`src/rtl/register_arbiter.sv`:
```
// Arbitrates N requesters onto the write port of one external W-bit enabled register.
// Define REGARB_FIXED_PRIO_EN to make the lowest set request index always win instead of round-robin.
module register_arbiter #(
    parameter  int W  = 8,
    parameter  int N  = 4,
    localparam int IW = $clog2(N)
) (
    input  logic            clk,
    input  logic            rst_,
    input  logic [N-1:0]    req,
    input  logic [N*W-1:0]  wdata,
    output logic [N-1:0]    ack,
    output logic [W-1:0]    reg_d,
    output logic            reg_enb,
    output logic [IW-1:0]   gnt_id,
    output logic            busy
);

    typedef enum logic [1:0] {
        S_IDLE,
        S_WRITE,
        S_ACK
    } state_t;

    state_t          r_state;
    logic [IW-1:0]   r_gnt;
    logic [W-1:0]    r_d;
    logic            r_enb;
    logic [N-1:0]    r_ack;
    logic            r_busy;
    logic [IW-1:0]   w_winner;
    logic            w_found;
    logic [W-1:0]    w_slot [N];

    always_comb begin
        for (int unsigned i = 0; i < N; i++) begin
            w_slot[i] = wdata[i*W +: W];
        end
    end

`ifdef REGARB_FIXED_PRIO_EN
    always_comb begin
        w_winner = '0;
        w_found  = 1'b0;
        for (int unsigned i = 0; i < N; i++) begin
            if (!w_found && req[i]) begin
                w_winner = IW'(i);
                w_found  = 1'b1;
            end
        end
    end
`else
    logic [IW-1:0]  r_rr_ptr;
    logic [2*N-1:0] w_dbl;
    logic [N-1:0]   w_rot;
    logic [IW:0]    w_sum;

    // Rotate the request vector so index 0 is the highest-priority slot, then map back modulo N.
    always_comb begin
        w_dbl    = {req, req};
        w_rot    = N'(w_dbl >> r_rr_ptr);
        w_winner = '0;
        w_found  = 1'b0;
        w_sum    = '0;
        for (int unsigned k = 0; k < N; k++) begin
            if (!w_found && w_rot[k]) begin
                w_sum = {1'b0, r_rr_ptr} + (IW+1)'(k);
                if (w_sum >= (IW+1)'(N)) begin
                    w_sum = w_sum - (IW+1)'(N);
                end
                w_winner = IW'(w_sum);
                w_found  = 1'b1;
            end
        end
    end
`endif

    always_ff @(posedge clk) begin
        if (rst_) begin
            r_state <= S_IDLE;
            r_gnt   <= '0;
            r_d     <= '0;
            r_enb   <= 1'b0;
            r_ack   <= '0;
            r_busy  <= 1'b0;
`ifndef REGARB_FIXED_PRIO_EN
            r_rr_ptr <= '0;
`endif
        end else begin
            case (r_state)
                S_IDLE: begin
                    r_ack  <= '0;
                    r_enb  <= 1'b0;
                    r_busy <= 1'b0;
                    if (|req) begin
                        r_gnt   <= w_winner;
                        r_d     <= w_slot[w_winner];
                        r_enb   <= 1'b1;
                        r_busy  <= 1'b1;
                        r_state <= S_WRITE;
                    end
                end
                S_WRITE: begin
                    r_enb        <= 1'b0;
                    r_ack        <= '0;
                    r_ack[r_gnt] <= 1'b1;
                    r_state      <= S_ACK;
                end
                S_ACK: begin
                    r_ack   <= '0;
                    r_busy  <= 1'b0;
                    r_state <= S_IDLE;
`ifndef REGARB_FIXED_PRIO_EN
                    r_rr_ptr <= (r_gnt == IW'(N-1)) ? '0 : r_gnt + 1'b1;
`endif
                end
                default: r_state <= S_IDLE;
            endcase
        end
    end

    assign ack     = r_ack;
    assign reg_d   = r_d;
    assign reg_enb = r_enb;
    assign gnt_id  = r_gnt;
    assign busy    = r_busy;

endmodule
```
`config.mk`:
```
export PLATFORM = sky130hd
export DESIGN_NAME = register_arbiter
export DESIGN_NICKNAME = d
export VERILOG_FILES = /design/src/rtl/register_arbiter.sv
export SDC_FILE = /design/constraint.sdc
export NUM_CORES = 1
export LEC_CHECK = 0
export BUFFER_PORTS_ARGS = -buffer_cell sky130_fd_sc_hd__buf_2
export CORE_MARGIN = 3
export CORE_UTILIZATION = 45
export DETAILED_ROUTE_END_ITERATION = 7
export GPL_ROUTABILITY_DRIVEN = 0
export PLACE_DENSITY_LB_ADDON = 0.1
export SKIP_LAST_GASP = 1
export SLEW_MARGIN = 40
export SYNTH_ARGS = -nofsm -noshare
export SYNTH_HDL_FRONTEND = slang
export SYNTH_SLANG_ARGS = --single-unit
```
`constraint.sdc`:
```
create_clock -name clk -period 1.88 [get_ports clk]
set_input_delay 0.188 -clock clk [delete_from_list [all_inputs] [get_ports clk]]
set_output_delay 0.188 -clock clk [all_outputs]
set_load 0.02 [all_outputs]
```
==> results of run 1 <==
-- state kept, by name, indices dropped and copies added (netlist names) --
signal    flops
ack           4
busy          1
gnt_id        2
r_rr_ptr      2
r_state       2
reg_d         8
reg_enb       1
-- how the worst max path moves through the flow --
stage                              from               endpoint  slack (ns)  depth (start not counted)
4_1_cts        r_rr_ptr[0]$_SDFFE_PP0P_  reg_d[2]$_SDFFE_PP0P_        0.31                          6
3_3_place_gp                     req[1]  reg_d[6]$_SDFFE_PP0P_        0.32                          5
3_5_place_dp                     req[1]  reg_d[2]$_SDFFE_PP0P_        0.29                          5
6_report       r_rr_ptr[0]$_SDFFE_PP0P_  reg_d[6]$_SDFFE_PP0P_        0.33                          6
5_1_grt        r_rr_ptr[0]$_SDFFE_PP0P_  reg_d[2]$_SDFFE_PP0P_        0.22                          6
2_1_floorplan  r_rr_ptr[1]$_SDFFE_PP0P_  reg_d[0]$_SDFFE_PP0P_        0.39                          6
-- layer usage --
layer / part of all wire [%] / vias up
met5: 0 / -
met4: 0.60 / 0
met3: 5.9 / 2
met2: 47 / 30
met1: 46 / 428
li1: - / 486
-- layout make-up --
class / count / area, µm²
Fill cell: 194 / 845
Multi-Input combinational cell: 76 / 647
Sequential cell: 20 / 400
Timing Repair Buffer: 57 / 308
Tap cell: 28 / 35.0
Clock buffer: 3 / 22.5
Inverter: 5 / 18.8
-- worst max-delay path: cells and delay by family (launching register included) --
| kind | cells | cell delay, ns |
|---|---|---|
| AOI/OAI and AO/OA | 3 | 0.68 |
| buffers and inverters | 2 | 0.26 |
| DFF | 1 | 0.34 |
| and+or+nand+nor | 1 | 0.15 |
-- metrics by stage --
stage | cell area [µm²] | cells
6_report | 1430 | 189
5_1_grt | 1430 | 189
4_1_cts | 1430 | 189
3_5_place_dp | 1410 | 186
3_3_place_gp | 1410 | 186
2_1_floorplan | 1110 | 106
-- cell families after synthesis --
| group | after synthesis |
|---|---|
| buffers and inverters | 10 |
| DFF | 20 |
| adders and majority gates | 4 |
| and+or+nand+nor | 30 |
| AOI/OAI and AO/OA | 19 |
| muxes | 23 |
-- layout by cell type (no fill, tap or decap) --
cell / count
buf_12: 1
a21oi_2: 2
o41ai_4: 1
buf_2: 53
nand2_2: 1
o21ai_2: 1
dfxtp_1: 20
nor2_1: 12
a221oi_2: 1
ha_1: 4
o221ai_2: 8
clkbuf_4: 3
nand2_1: 10
a21oi_4: 1
inv_1: 5
a22o_1: 1
mux2i_1: 23
nor2b_1: 2
nor2_2: 1
a21oi_1: 4
nand2b_1: 4
buf_4: 3
-- power groups by stage --
stage	logic (mW)	registers [mW]	clock network (mW)
floorplan	0.171	0.535	0
global placement	0.308	0.497	0
detailed placement	0.314	0.497	0
CTS	0.316	0.488	0.201
global route	0.341	0.494	0.220
finish	0.311	0.488	0.193
==> metrics.md, run 1 <==
| Metric | Value |
|---|---|
| Status | complete, no violations |
| Drt via density | 5.01 |
| Hold-fix buffers, CTS | 0 |
| WL per Instance | 12.3 µm |
| Setup violations, final | 0 |
| Max Buffers Root-to-Sink | 2 |
| Reg2reg end | reg_d[6]$_SDFFE_PP0P_ |
| Seq/Total Area, Yosys | 36.0% |
| Crit path required time | 2.05 ns |
| Yosys Warn Count | 0 |
| Most instantiated library cell after synthesis | mux2i_1 |
| PD cells | 693 nW/µm² |
| Seq pwr share | 49.2% |
| Fin crit period | 1.55 ns |
| Die Width | 55.7 µm |
| Sw frac | 31.4% |
| Vias | 946 |
| Slew @ Worst Pin | 0.545 ns |
| Main combinational cell family by area after synthesis | compound AO/OA/AOI/OAI gates |
| Hold_ws | 0.159 ns |
| Int Pwr | 681 µW |
| Setup bufs post-CTS | 0 |
| Finished Core Util | 62.9% |
| Final HPWL DP | 1.83 mm |
| Hold Crit Depth | 2 |
| Initial antenna violation count | 0 |
| Vias in the first global route | 932 |
| P&R area growth vs syn | 28.8% |
| Top-area cell type share of the netlist area | 36.0% |
| Port Buffers | 53 |
| Post-CTS sizing | 0 |
| Seq cells post-synth | 20 |
| Synth Area per Inst | 10.5 µm² |
| Area of the core | 2280 µm² |
| Mapped Nets | 148 |
| Reg2reg start | r_rr_ptr[0]$_SDFFE_PP0P_ |
| Worst Setup Start Kind | flop |
| Skew final | 0.00119 ns |
| Global routing usage on met3 | 3.48% |
| Psw | 311 µW |
| Simple-gate share of the synthesized area | 11.9% |
| Overall Power | 992 µW |
| Adder-cell share of the synthesized area | 4.50% |
| Root Buffer | clkbuf_4 |
| Area leader, netlist | dfxtp_1 |
| Layout net count | 205 |
| Worst-path cell chain | inv_1, a22o_1, a221oi_2, nand2b_1, buf_4, o221ai_2 |
| Post-synth top cells | mux2i_1 (23), dfxtp_1 (20), nor2_1 (12) |
| Post-synthesis async set-or-reset flop share | 0% |
| Pleak | 0.655 nW |
| Peak supply drop | 0.391 mV |
| Logic pwr share | 31.3% |
| Distinct cells, synth | 23 |
| Synth Instances | 106 |
| Ys flop type | dfxtp_1 |
| Worst setup EP type | flop |
| First-pass GRT wire length | 4.03 mm |
| Max incr delay on CP | 0.34 ns |
| PnR worst setup slack | 0.326 ns |
| RSZ-0062 raised after global routing | no |
| Synthesized area | 1110 µm² |
| Slew margin rel. | 63.6% |
| Antenna cells | 0 |
| Post-synthesis compound-gate area fraction | 21.1% |
| Starting Density | 48.8% |
| WP data arrival | 1.73 ns |
| CTS clk-pin slew, worst paths | 0.10 ns |
| EDFF count, synth | 0 |
| Cell row count | 17 |
| Synth Area in XOR/XNOR | 0% |
| Pins over their slew limit | 0 |
| Die height | 55.7 µm |
| Clk sinks | 20 |
| Worst Hold End | reg_enb$_SDFFE_PP0P_ |
| Pre-CTS WS | 0.295 ns |
| TritonRoute pass-1 iters | 4 |
| Skew-Pair Late Insertion Delay | 0.28 ns |
| Hold WC Path Type | input port to flop |
| TritonCTS clock tree | done |
| Final period util | 82.7% |
| H-tree Lvls | 1 |
| Setup TNS | 0 ns |
| GRT Max-Usage Layer | met2 |
| Pin count of the biggest net entering global routing | 18 |
| Post-synthesis mux area share | 20.7% |
| Synth area leaders | dfxtp_1 (36%), mux2i_1 (21%), o221ai_2 (11%) |
| Fmax | 643 MHz |
| DR DRC count | 0 |
| Hold Vio Cnt, Final | 0 |
| Final WL | 2.32 mm |
| Total CTS buffers | 3 |
| Max cap viols | 0 |
| Grt met1 use | 20.7% |
| Worst Reg-to-Reg Cells | 6 |
| Gr ovfl total | 0 |
| Slowest CP cell | dfxtp_1 |
| Clock power share | 19.4% |
| Initial DRC count | 10 |
| Ratio of cells with drive above 1 in the final layout | 47.2% |
| Met2 Track Usage GR | 25.5% |
| Worst Path Max Fanout | 8 |
| Post-DRT Antenna Nets | 0 |
| I/O Pins | 54 |
| Reg2reg setup slack | 0.33 ns |
| Hold Crit Start | rst_ |
| Setup CP Type | flop to flop |
| Area of the die | 3100 µm² |
| Tot GR Track Use | 15.5% |
No activity file was read; power rests on OpenSTA's default activity.
==> run 2, diff against run 1 <==
- clock period: 1.88 -> 1.6 ns (I/O delays scaled with it)
==> run 2 against run 1 <==
Global-route usage increased by 1.2 points. Design area increased by 4.0%. Clock skew increased by 0.0012 ns. Non-clock buffer count increased by 2. Largest power group unchanged. Combinational power increased by 22%.
==> metrics.md, run 2 (synthesized netlist as in run 1, its figures left out) <==
| Metric | Value |
|---|---|
| Ratio of cells with drive above 1 in the final layout | 48.2% (was 47.2%) |
| Finished Core Util | 65.4% (was 62.9%) |
| Cells after DPL | 188 (was 186) |
| Final WL | 2.34 mm (was 2.32 mm) |
| Post-CTS sizing | 0 (unchanged) |
| Pin count of the biggest net entering global routing | 18 (unchanged) |
| Total CTS buffers | 3 (unchanged) |
| Drt via density | 5.03 (was 5.01) |
| Layout net count | 207 (was 205) |
| Post-DRT Antenna Nets | 0 (unchanged) |
| Setup bufs post-CTS | 0 (unchanged) |
| Final period util | 92.4% (was 82.7%) |
| Area of the die | 3100 µm² (unchanged) |
| Worst setup EP type | flop (unchanged) |
| Skew final | 0.00235 ns (was 0.00119 ns) |
| Fin crit period | 1.48 ns (was 1.55 ns) |
| Setup violations, final | 0 (unchanged) |
| Worst Path Max Fanout | 8 (unchanged) |
| Final instance area | 1490 µm² (was 1430 µm²) |
| Final HPWL DP | 1.87 mm (was 1.83 mm) |
| DR DRC count | 0 (unchanged) |
| Die height | 55.7 µm (unchanged) |
| H-tree Lvls | 1 (unchanged) |
| Pleak | 0.686 nW (was 0.655 nW) |
| RSZ-0062 raised after global routing | no (unchanged) |
| Slew margin rel. | 75.3% (was 63.6%) |
| Starting Density | 48.8% (unchanged) |
| Placed inst area | 1440 µm² (was 1410 µm²) |
| CTS clk-pin slew, worst paths | 0.12 ns (was 0.10 ns) |
| Die Width | 55.7 µm (unchanged) |
| Post-route insts no fill | 192 (was 189) |
| Most common cell after layout, fill and taps aside | buf_2 (unchanged) |
| Hold Vio Cnt, Final | 0 (unchanged) |
| Cell row count | 17 (unchanged) |
| First-pass GRT wire length | 4.30 mm (was 4.03 mm) |
| Status | complete, no violations (unchanged) |
| Initial DRC count | 23 (was 10) |
| Setup CP Type | flop to flop (unchanged) |
| Peak supply drop | 0.534 mV (was 0.391 mV) |
| Setup TNS | 0 ns (unchanged) |
| Clk sinks | 20 (unchanged) |
| PD cells | 916 nW/µm² (was 693 nW/µm²) |
| Gr ovfl total | 0 (unchanged) |
| Port Buffers | 53 (unchanged) |
| Commonest cells after routing, fill and taps aside | buf_2 (53), mux2i_1 (23), dfxtp_1 (20) (unchanged) |
| Pins over their slew limit | 0 (unchanged) |
| Worst Setup Start Kind | flop (unchanged) |
| Antenna cells | 0 (unchanged) |
| TritonCTS clock tree | done (unchanged) |
| TritonRoute pass-1 iters | 4 (unchanged) |
| Initial antenna violation count | 0 (unchanged) |
| Crit path required time | 1.83 ns (was 2.05 ns) |
| Vias | 965 (was 946) |
| Max cap viols | 0 (unchanged) |
| I/O Pins | 54 (unchanged) |
| WL per Instance | 12.2 µm (was 12.3 µm) |
| Max reg flops | 8 (unchanged) |
| Hold WC Path Type | input port to flop (unchanged) |
| P&R area growth vs syn | 34.0% (was 28.8%) |
| Fmax | 676 MHz (was 643 MHz) |
| Area of the core | 2280 µm² (unchanged) |
| WP data arrival | 1.71 ns (was 1.73 ns) |
| Hold_ws | 0.119 ns (was 0.159 ns) |
| Hold-fix buffers, CTS | 0 (unchanged) |
| Vias in the first global route | 957 (was 932) |
| Root Buffer | clkbuf_4 (unchanged) |
| Slew @ Worst Pin | 0.369 ns (was 0.545 ns) |
| Max Buffers Root-to-Sink | 2 (unchanged) |
| Skew-Pair Late Insertion Delay | 0.30 ns (was 0.28 ns) |
| Tot GR Track Use | 16.7% (was 15.5%) |
run 2: changes by cell type in the layout (fill, tap and decap cells not counted), sizes merged:
cell	before	now
buf	57	59
bufinv	0	1
run 2: critical path: stages (launching register included):
cell and delay, ns:
dfxtp_1 0.34, inv_1 0.07, a22o_1 0.23, a221oi_2 0.27, buf_4 0.17, nand2_2 0.15, o221ai_2 0.19
run 2: path summary, 6_finish.rpt:
| path | from | to | slack [ns] | cells past startpoint |
|---|---|---|---|---|
| worst max-delay path | r_rr_ptr[0]$_SDFFE_PP0P_ | reg_d[6]$_SDFFE_PP0P_ | 0.12 | 6 |
| worst min-delay path | rst_ | busy$_SDFFE_PP0N_ | 0.12 | 2 |
| worst max register to register | r_rr_ptr[0]$_SDFFE_PP0P_ | reg_d[6]$_SDFFE_PP0P_ | 0.12 | 6 |
| worst min register to register | reg_enb$_SDFFE_PP0P_ | reg_enb$_SDFFE_PP0P_ | 0.46 | 2 |
run 2: cell type report:
class,count,area [µm²]
Fill cell,206,787
Clock buffer,3,22.5
Multi-Input combinational cell,76,647
Sequential cell,20,400
Inverter,5,18.8
Timing Repair Buffer,59,335
Tap cell,28,35.0
Clock inverter,1,30.0
run 2: through the flow:
step,worst slack [ns],power [mW]
6_report,0.121,1.36
4_1_cts,0.102,1.39
2_1_floorplan,0.113,0.830
5_1_grt,0.00471,1.45
3_3_place_gp,0.141,0.960
3_5_place_dp,0.138,0.968
run 2: routing by layer:
layer  up-vias  part of all wire (%)  GRT usage (%)
met5         -                     0              0
met4         0                  0.73           5.56
met3         2                   6.3           5.34
met2        26                    48           26.4
met1       443                    45           21.4
li1        494                     -              -
run 2: power breakdown:
part / internal (mW) / switching, mW / total (mW)
clock: 0.253 / 0.158 / 0.411
sequential: 0.544 / 0.0288 / 0.573
combinational: 0.180 / 0.200 / 0.380
total: 0.977 / 0.387 / 1.36
